## src/rtl/hangman_ctrl.sv

```systemverilog
`default_nettype none
// ============================================================================
// Module      : hangman_ctrl
// Description : Hangman game controller. Accepts one letter guess at a time,
//               tracks guessed letters and misses, reveals word positions and
//               sequences WIN / LOSE / next-level handshakes.
// Revision    : 1.0 - initial release
// ============================================================================
module hangman_ctrl #(
    parameter int MAX_WRONG = 6
) (
    input  logic        clk,
    input  logic        reset,
    input  logic        start,
    input  logic        guess_valid,
    input  logic [4:0]  guess_letter,
    input  logic [29:0] word,
    input  logic [25:0] mask,
    output logic        guess_ready,
    output logic [5:0]  revealed,
    output logic [25:0] guessed,
    output logic [3:0]  wrong_count,
    output logic        guess_err,
    output logic        guess_dup,
    output logic        level_done,
    output logic        lost_game,
    output logic        win,
    output logic [2:0]  state
);

    typedef enum logic [2:0] {
        S_IDLE  = 3'd0,
        S_LOAD  = 3'd1,
        S_WAIT  = 3'd2,
        S_CHECK = 3'd3,
        S_WIN   = 3'd4,
        S_LOSE  = 3'd5
    } state_t;

    localparam logic [3:0] c_max_wrong = 4'(MAX_WRONG);
    localparam logic [3:0] c_wrong_sat = 4'd15;

    state_t      r_state, w_state_next;
    logic [25:0] r_guessed, w_guessed_next;
    logic [3:0]  r_wrong, w_wrong_next;
    logic [4:0]  r_letter, w_letter_next;
    logic        r_err, w_err_next;
    logic        r_dup, w_dup_next;
    logic        r_level_done, w_level_done_next;

    // One-hot of the registered letter; codes 0 and 27..31 shift out to zero.
    logic [25:0] w_letter_oh;
    logic        w_illegal;
    logic        w_already;
    logic        w_hit;
    logic [25:0] w_guessed_new;
    logic [3:0]  w_wrong_new;

    assign w_letter_oh   = 26'd1 << (r_letter - 5'd1);
    assign w_illegal     = (r_letter == 5'd0) || (r_letter > 5'd26);
    assign w_already     = |(r_guessed & w_letter_oh);
    assign w_hit         = |(mask & w_letter_oh);
    assign w_guessed_new = r_guessed | w_letter_oh;
    assign w_wrong_new   = (!w_hit && (r_wrong != c_wrong_sat)) ? r_wrong + 4'd1 : r_wrong;

    // Next-state and datapath update for every game state.
    always_comb begin
        w_state_next      = r_state;
        w_guessed_next    = r_guessed;
        w_wrong_next      = r_wrong;
        w_letter_next     = r_letter;
        w_err_next        = 1'b0;
        w_dup_next        = 1'b0;
        w_level_done_next = 1'b0;
        case (r_state)
            S_IDLE: begin
                if (start) w_state_next = S_LOAD;
            end
            S_LOAD: begin
                w_guessed_next = 26'd0;
                w_wrong_next   = 4'd0;
                w_state_next   = S_WAIT;
            end
            S_WAIT: begin
                if (guess_valid) begin
                    w_letter_next = guess_letter;
                    w_state_next  = S_CHECK;
                end
            end
            S_CHECK: begin
                if (w_illegal) begin
                    w_err_next   = 1'b1;
                    w_state_next = S_WAIT;
                end else if (w_already) begin
                    w_dup_next   = 1'b1;
                    w_state_next = S_WAIT;
                end else begin
                    w_guessed_next = w_guessed_new;
                    w_wrong_next   = w_wrong_new;
                    // Completing the word wins even on what would be the last miss.
                    if ((mask & ~w_guessed_new) == 26'd0)
                        w_state_next = S_WIN;
                    else if (w_wrong_new == c_max_wrong)
                        w_state_next = S_LOSE;
                    else
                        w_state_next = S_WAIT;
                end
            end
            S_WIN: begin
                if (start) begin
                    w_level_done_next = 1'b1;
                    w_state_next      = S_LOAD;
                end
            end
            S_LOSE: begin
                if (start) begin
                    w_level_done_next = 1'b1;
                    w_state_next      = S_IDLE;
                end
            end
            default: w_state_next = S_IDLE;
        endcase
    end

    // State and datapath registers with asynchronous active-low clear.
    always_ff @(posedge clk or negedge reset) begin
        if (!reset) begin
            r_state      <= S_IDLE;
            r_guessed    <= 26'd0;
            r_wrong      <= 4'd0;
            r_letter     <= 5'd0;
            r_err        <= 1'b0;
            r_dup        <= 1'b0;
            r_level_done <= 1'b0;
        end else begin
            r_state      <= w_state_next;
            r_guessed    <= w_guessed_next;
            r_wrong      <= w_wrong_next;
            r_letter     <= w_letter_next;
            r_err        <= w_err_next;
            r_dup        <= w_dup_next;
            r_level_done <= w_level_done_next;
        end
    end

    // Position p is shown when blank or its letter was guessed; out-of-range codes never match.
    for (genvar p = 0; p < 6; p++) begin : g_reveal
        logic [4:0]  w_code;
        logic [25:0] w_code_oh;
        assign w_code        = word[29-5*p -: 5];
        assign w_code_oh     = 26'd1 << (w_code - 5'd1);
        assign revealed[5-p] = (w_code == 5'd0) || (|(r_guessed & w_code_oh));
    end

    assign guess_ready = (r_state == S_WAIT);
    assign lost_game   = (r_state == S_LOSE);
    assign win         = (r_state == S_WIN);
    assign state       = r_state;
    assign guessed     = r_guessed;
    assign wrong_count = r_wrong;
    assign guess_err   = r_err;
    assign guess_dup   = r_dup;
    assign level_done  = r_level_done;

endmodule
`default_nettype wire
```

## config.mk

```make
export PLATFORM = sky130hd
export DESIGN_NAME = hangman_ctrl
export DESIGN_NICKNAME = d
export VERILOG_FILES = /design/src/rtl/hangman_ctrl.sv
export SDC_FILE = /design/constraint.sdc
export NUM_CORES = 1
export LEC_CHECK = 0
export CAP_MARGIN = 20
export CORE_MARGIN = 4
export CORE_UTILIZATION = 55
export DETAILED_ROUTE_END_ITERATION = 6
export HOLD_SLACK_MARGIN = 0.02
export PLACE_DENSITY = 0.95
export SETUP_SLACK_MARGIN = 0.2
export SLEW_MARGIN = 25
export SYNTH_ARGS = -nofsm -noshare
export SYNTH_HDL_FRONTEND = slang
export SYNTH_SLANG_ARGS = --single-unit
```

## constraint.sdc

```tcl
create_clock -name clk -period 8.6 [get_ports clk]
set_input_delay 1.72 -clock clk [delete_from_list [all_inputs] [get_ports clk]]
set_output_delay 1.72 -clock clk [all_outputs]
set_load 0.01 [all_outputs]
```

Yosys cells after proc, flatten, opt, wreduce, memory -nomap -nowiden
Index checks and enable logic that the tools add are counted.

Flip-flop bits (word level): 41. Latch bits: 0. RAM bits: 0. Bits in read-only memories: 0. Bits of input ports: 65. Output and inout bits: 45. Logic and storage cells: 100. Memories: 0.

$add $sub $neg: 8. Multiply operators: 0. Divide/modulo/power cells: 0. Order comparisons: 1. Equal/unequal tests: 12. Shift operators: 7. Multiplexer cells: 22. Bitwise gates (word level): 11. Reductions and logical operators: 32.

Operators by type and width (number): $and A26 B26 Y26 (9); $reduce_or A26 Y1 (8); $shl A1 B5 Y26 const A (7); $mux W26 (2); $pmux W26 S2 (1); $logic_not A5 Y1 (7); $sub A5 B1 Y5 const B (7); $logic_not A26 Y1 (1); $not A26 Y26 (1); $or A26 B26 Y26 (1); $mux W3 (7); $pmux W3 S5 (1); $mux W4 (3); $ne A2 B2 Y1 const B (4); $pmux W4 S2 (1); $logic_or A1 B1 Y1 (7); $mux W1 (7); $eq A3 B2 Y1 const B (2); $eq A3 B3 Y1 const B (2); $reduce_and A3 Y1 (2); $gt A5 B5 Y1 const B (1); $add A4 B1 Y4 const B (1); $eq A4 B3 Y1 const B (1); $ne A4 B4 Y1 const B (1); other kinds (8) (9).

Longest topological paths before layout
Depth after elaboration: 13. Gate-level depth with buffers: 15. Mapped depth without buffers: 9.

Worst setup path after synthesis
OpenSTA, ideal clock, no wires.

Kind: input port to output port. Start point: input word[15]. End point: output revealed[3]. Arrival time: 3229 ps. Data required time: 6880 ps. Slack: 3651 ps. Stages: 5. Path buffers: 1. Cells stage by stage: buf_1 mux4_2 mux4_2 nor3_1 a21oi_1.

Word-level cells in the longest chain between the ends: 5. Elaborated cells between the ends (all ways): 6. Classes of those cells: 1 x add/sub; 1 x shift; 1 x bitwise; 3 x reduce/logical.

Ends and longest elaborated chain: start: declaration (line 17) `input logic [29:0] word,`; $sub A5 B1 Y5 (line 151) `assign w_code_oh = 26'd1 << (w_code - 5'd1);`; $shl A1 B5 Y26 (line 151); $and A26 B26 Y26 (line 152) `assign revealed[5-p] = (w_code == 5'd0) || (|(r_guessed & w_code_oh));`; $reduce_or A26 Y1 (line 152); $logic_or A1 B1 Y1 * (line 152); end: declaration (line 20) `output logic [5:0] revealed,`.

Mark *: on every way between the ends. The rest lies on a longest branch, timed or not.

Worst setup path in the final report
Ends and elaborated chain as after synthesis.

==> results.txt <==
IO buf count -> 109
Ant. Diodes -> 0
CP Launch Type -> primary input
Yosys top cell by area -> dfrtp_1
TritonRoute pass-1 iters -> 6
I/O Pins -> 110
initial DRC count -> 665
share of layout cells above drive strength 1 -> 0.09219
Core Region -> 8175 µm²
nets@finish -> 707
final non-filler cell total -> 745
Post-Route Hold Slack -> 0.5849 ns
top_reg_cell synth -> dfrtp_1
r2r worst-path depth -> 8
Setup TNS Final -> 0 ns
remaining global-route overflow -> 0
routed vias -> 5276
area of placed instances -> 5592 µm²
logic gate share of total power -> 0.587
share of the synthesized area in the top cell type -> 0.2228
Total Routed Length -> 16.69 mm
FF-to-FF Start -> r_letter[1]
critical path, cell by cell -> clkdlybuf4s50_1, mux4_2, mux4_2, nor3_1, a21oi_1, clkdlybuf4s50_1
max-slew violation count -> 0
worst-margin pin slew -> 1.030 ns
FF-to-FF setup slack -> 4.41 ns
Final min period -> 6.072 ns
Switching Fraction -> 0.5084
DR vias/cell -> 7.082
DRC -> 0
most common cell after layout, fill and taps aside -> clkdlybuf4s50_1
Routed WL per cell -> 22.41 µm
Worst path slowest cell -> clkdlybuf4s50_1
worst min path class -> reg -> reg
CTS buffer count -> 5
post-route ant nets -> 0
die span in y -> 99.51 µm
part of the power in registers -> 0.308
Crit path required time -> 6.88 ns
crit end category -> primary output
vias in the first global route -> 5168
Num Clock Sinks -> 41
fmax -> 164.7 MHz
post-synthesis cell type count -> 68
max_cap viols -> 0
die footprint -> 9902 µm²
Top delay family on crit path -> buffers and inverters
number of enable-type register cells in the synthesized netlist -> 0
postcts setup bufs -> 0
RSZ-0062 raised after global routing -> no
outcome -> complete, no violations
R2R Path End -> state[0]
normalized max-slew margin -> 0.3131
peak supply drop -> 0.0002204 V
CTS Hold Buffers Added -> 0
placed cell count -> 736
Post-synth ARST share -> 1.000
Std-Cell Rows -> 33
post-DP HPWL -> 11.49 mm
pwr/cell area -> 316.8 nW/µm²
clock latency on the worst-skew pair -> 0.31 ns
clock transition at the registers of the reported paths -> 0.08 ns
setup violators final -> 0
clock root cell -> clkbuf_8
mapped cell area -> 4606 µm²
first-pass GRT wire length -> 26.19 mm
Cells after Synth -> 579
kind of critical path -> in -> out
Switch Pwr -> 0.9272 mW
Buf+Inv Stages, Crit Path -> 2
Lkg Pwr -> 2.229 nW
Post-CTS Resized -> 0
Syn-to-layout area delta -> 24.99%
Synth Net Count -> 647
final worst slack -> 2.528 ns
Stages on worst setup path -> 6
Area contributors post-synth -> dfrtp_1 22%, mux4_2 6.8%, mux2_2 4.9%
Synthesis Warnings -> 0
Worst Path Arrival -> 4.35 ns
final worst path period share -> 0.7060
crit-path max FO -> 12
initial antenna violation count -> 0
power share of the clock group -> 0.105
Final Hold Viols -> 0
mean area per synthesized cell -> 7.955 µm²
flops & latches, synth -> 41
Seq/Total Area, Yosys -> 0.2228
CP Launch Point -> word[15]
Initial Util -> 0.5634
DP Worst Slack -> 2.568 ns
design area -> 5757 µm²
worst setup path end -> revealed[3]
RD Place Congestion -> 1.012
slowest stage delay, CP -> 0.81 ns
GRT Util Overall -> 0.3317
Die W -> 99.51 µm
CTS tree -> yes
commonest non-fill, non-tap cells in the layout -> 108 x clkdlybuf4s50_1, 47 x nand2_1, 45 x o21ai_0, 41 x dfrtp_1, 40 x a21oi_1
H-tree levels -> 2
internal power -> 0.8965 mW
Max clock buf depth -> 2
largest net degree at the start of global routing -> 42
Fin Clk Skew -> 0.009335 ns
## worst min path at each step
stage	startpoint	to	slack [ns]	depth (start not counted)
after floorplan	state[2]	state[1]	0.54	1
after global placement	state[2]	state[1]	0.54	1
after detailed placement	state[2]	state[1]	0.56	1
after CTS	state[2]	state[1]	0.58	1
after global routing	state[2]	state[1]	0.61	1
final	state[2]	state[1]	0.58	1
## per-stage QoR
stage / total power, mW / utilization
after floorplan: 1.159 / -
after global placement: 1.542 / 0.6840
after CTS: 1.775 / 0.7008
after global routing: 1.910 / 0.7042
after detailed placement: 1.581 / 0.6840
final: 1.824 / 0.7042
## cells in the mapped netlist (all sizes together) (16+ instances only)
| cell | instances |
|---|---|
| nand3 | 20 |
| nand2b | 20 |
| a21oi | 40 |
| nor2 | 35 |
| buf | 16 |
| nand2 | 47 |
| mux2i | 16 |
| dfrtp | 41 |
| mux2 | 21 |
| clkbuf | 43 |
| inv | 17 |
| o21ai | 45 |
| nor2b | 22 |
## per-layer routing
metal,vias up,routed length (µm),global-route usage
met5,-,0,0
met4,0,1248,0.2374
met3,125,2087,0.06522
met2,425,7624,0.5408
met1,2415,5732,0.3892
li1,2311,-,-
## sequential cells by signal (all words and copies together), names as in the netlist
signal,cells
state,3
level_done,1
guess_err,1
r_letter,5
wrong_count,4
guess_dup,1
guessed,26
## cells by family (layout without fill, tap and decap cells)
| kind of cell | Yosys count | in the layout | share of synthesized area |
|---|---|---|---|
| multiplexers | 51 | 51 | 0.1546 |
| AO/OA/AOI/OAI | 185 | 185 | 0.2728 |
| buffers and inverters | 76 | 137 | 0.06737 |
| flip-flops | 41 | 41 | 0.2228 |
| AND/OR/NAND/NOR | 223 | 223 | 0.2744 |
| adder cells (fa/ha/maj) | 3 | 3 | 0.008151 |
## power groups by stage
stage	Combinational, mW	Sequential [mW]	Clock (mW)
6_report	1.07	0.562	0.192
5_1_grt	1.15	0.555	0.203
4_1_cts	1.05	0.531	0.192
3_5_place_dp	1.05	0.535	0
3_3_place_gp	1.01	0.527	0
2_1_floorplan	0.785	0.374	0
## final cells by class
class	count	area [µm²]
Timing Repair Buffer	112	1129
Clock inverter	3	68.82
Inverter	17	63.81
Tap cell	105	131.4
Clock buffer	5	68.82
Fill cell	635	2419
Multi-Input combinational cell	462	3269
Sequential cell	41	1026
Note: power is estimated with default switching activity, not from simulation.
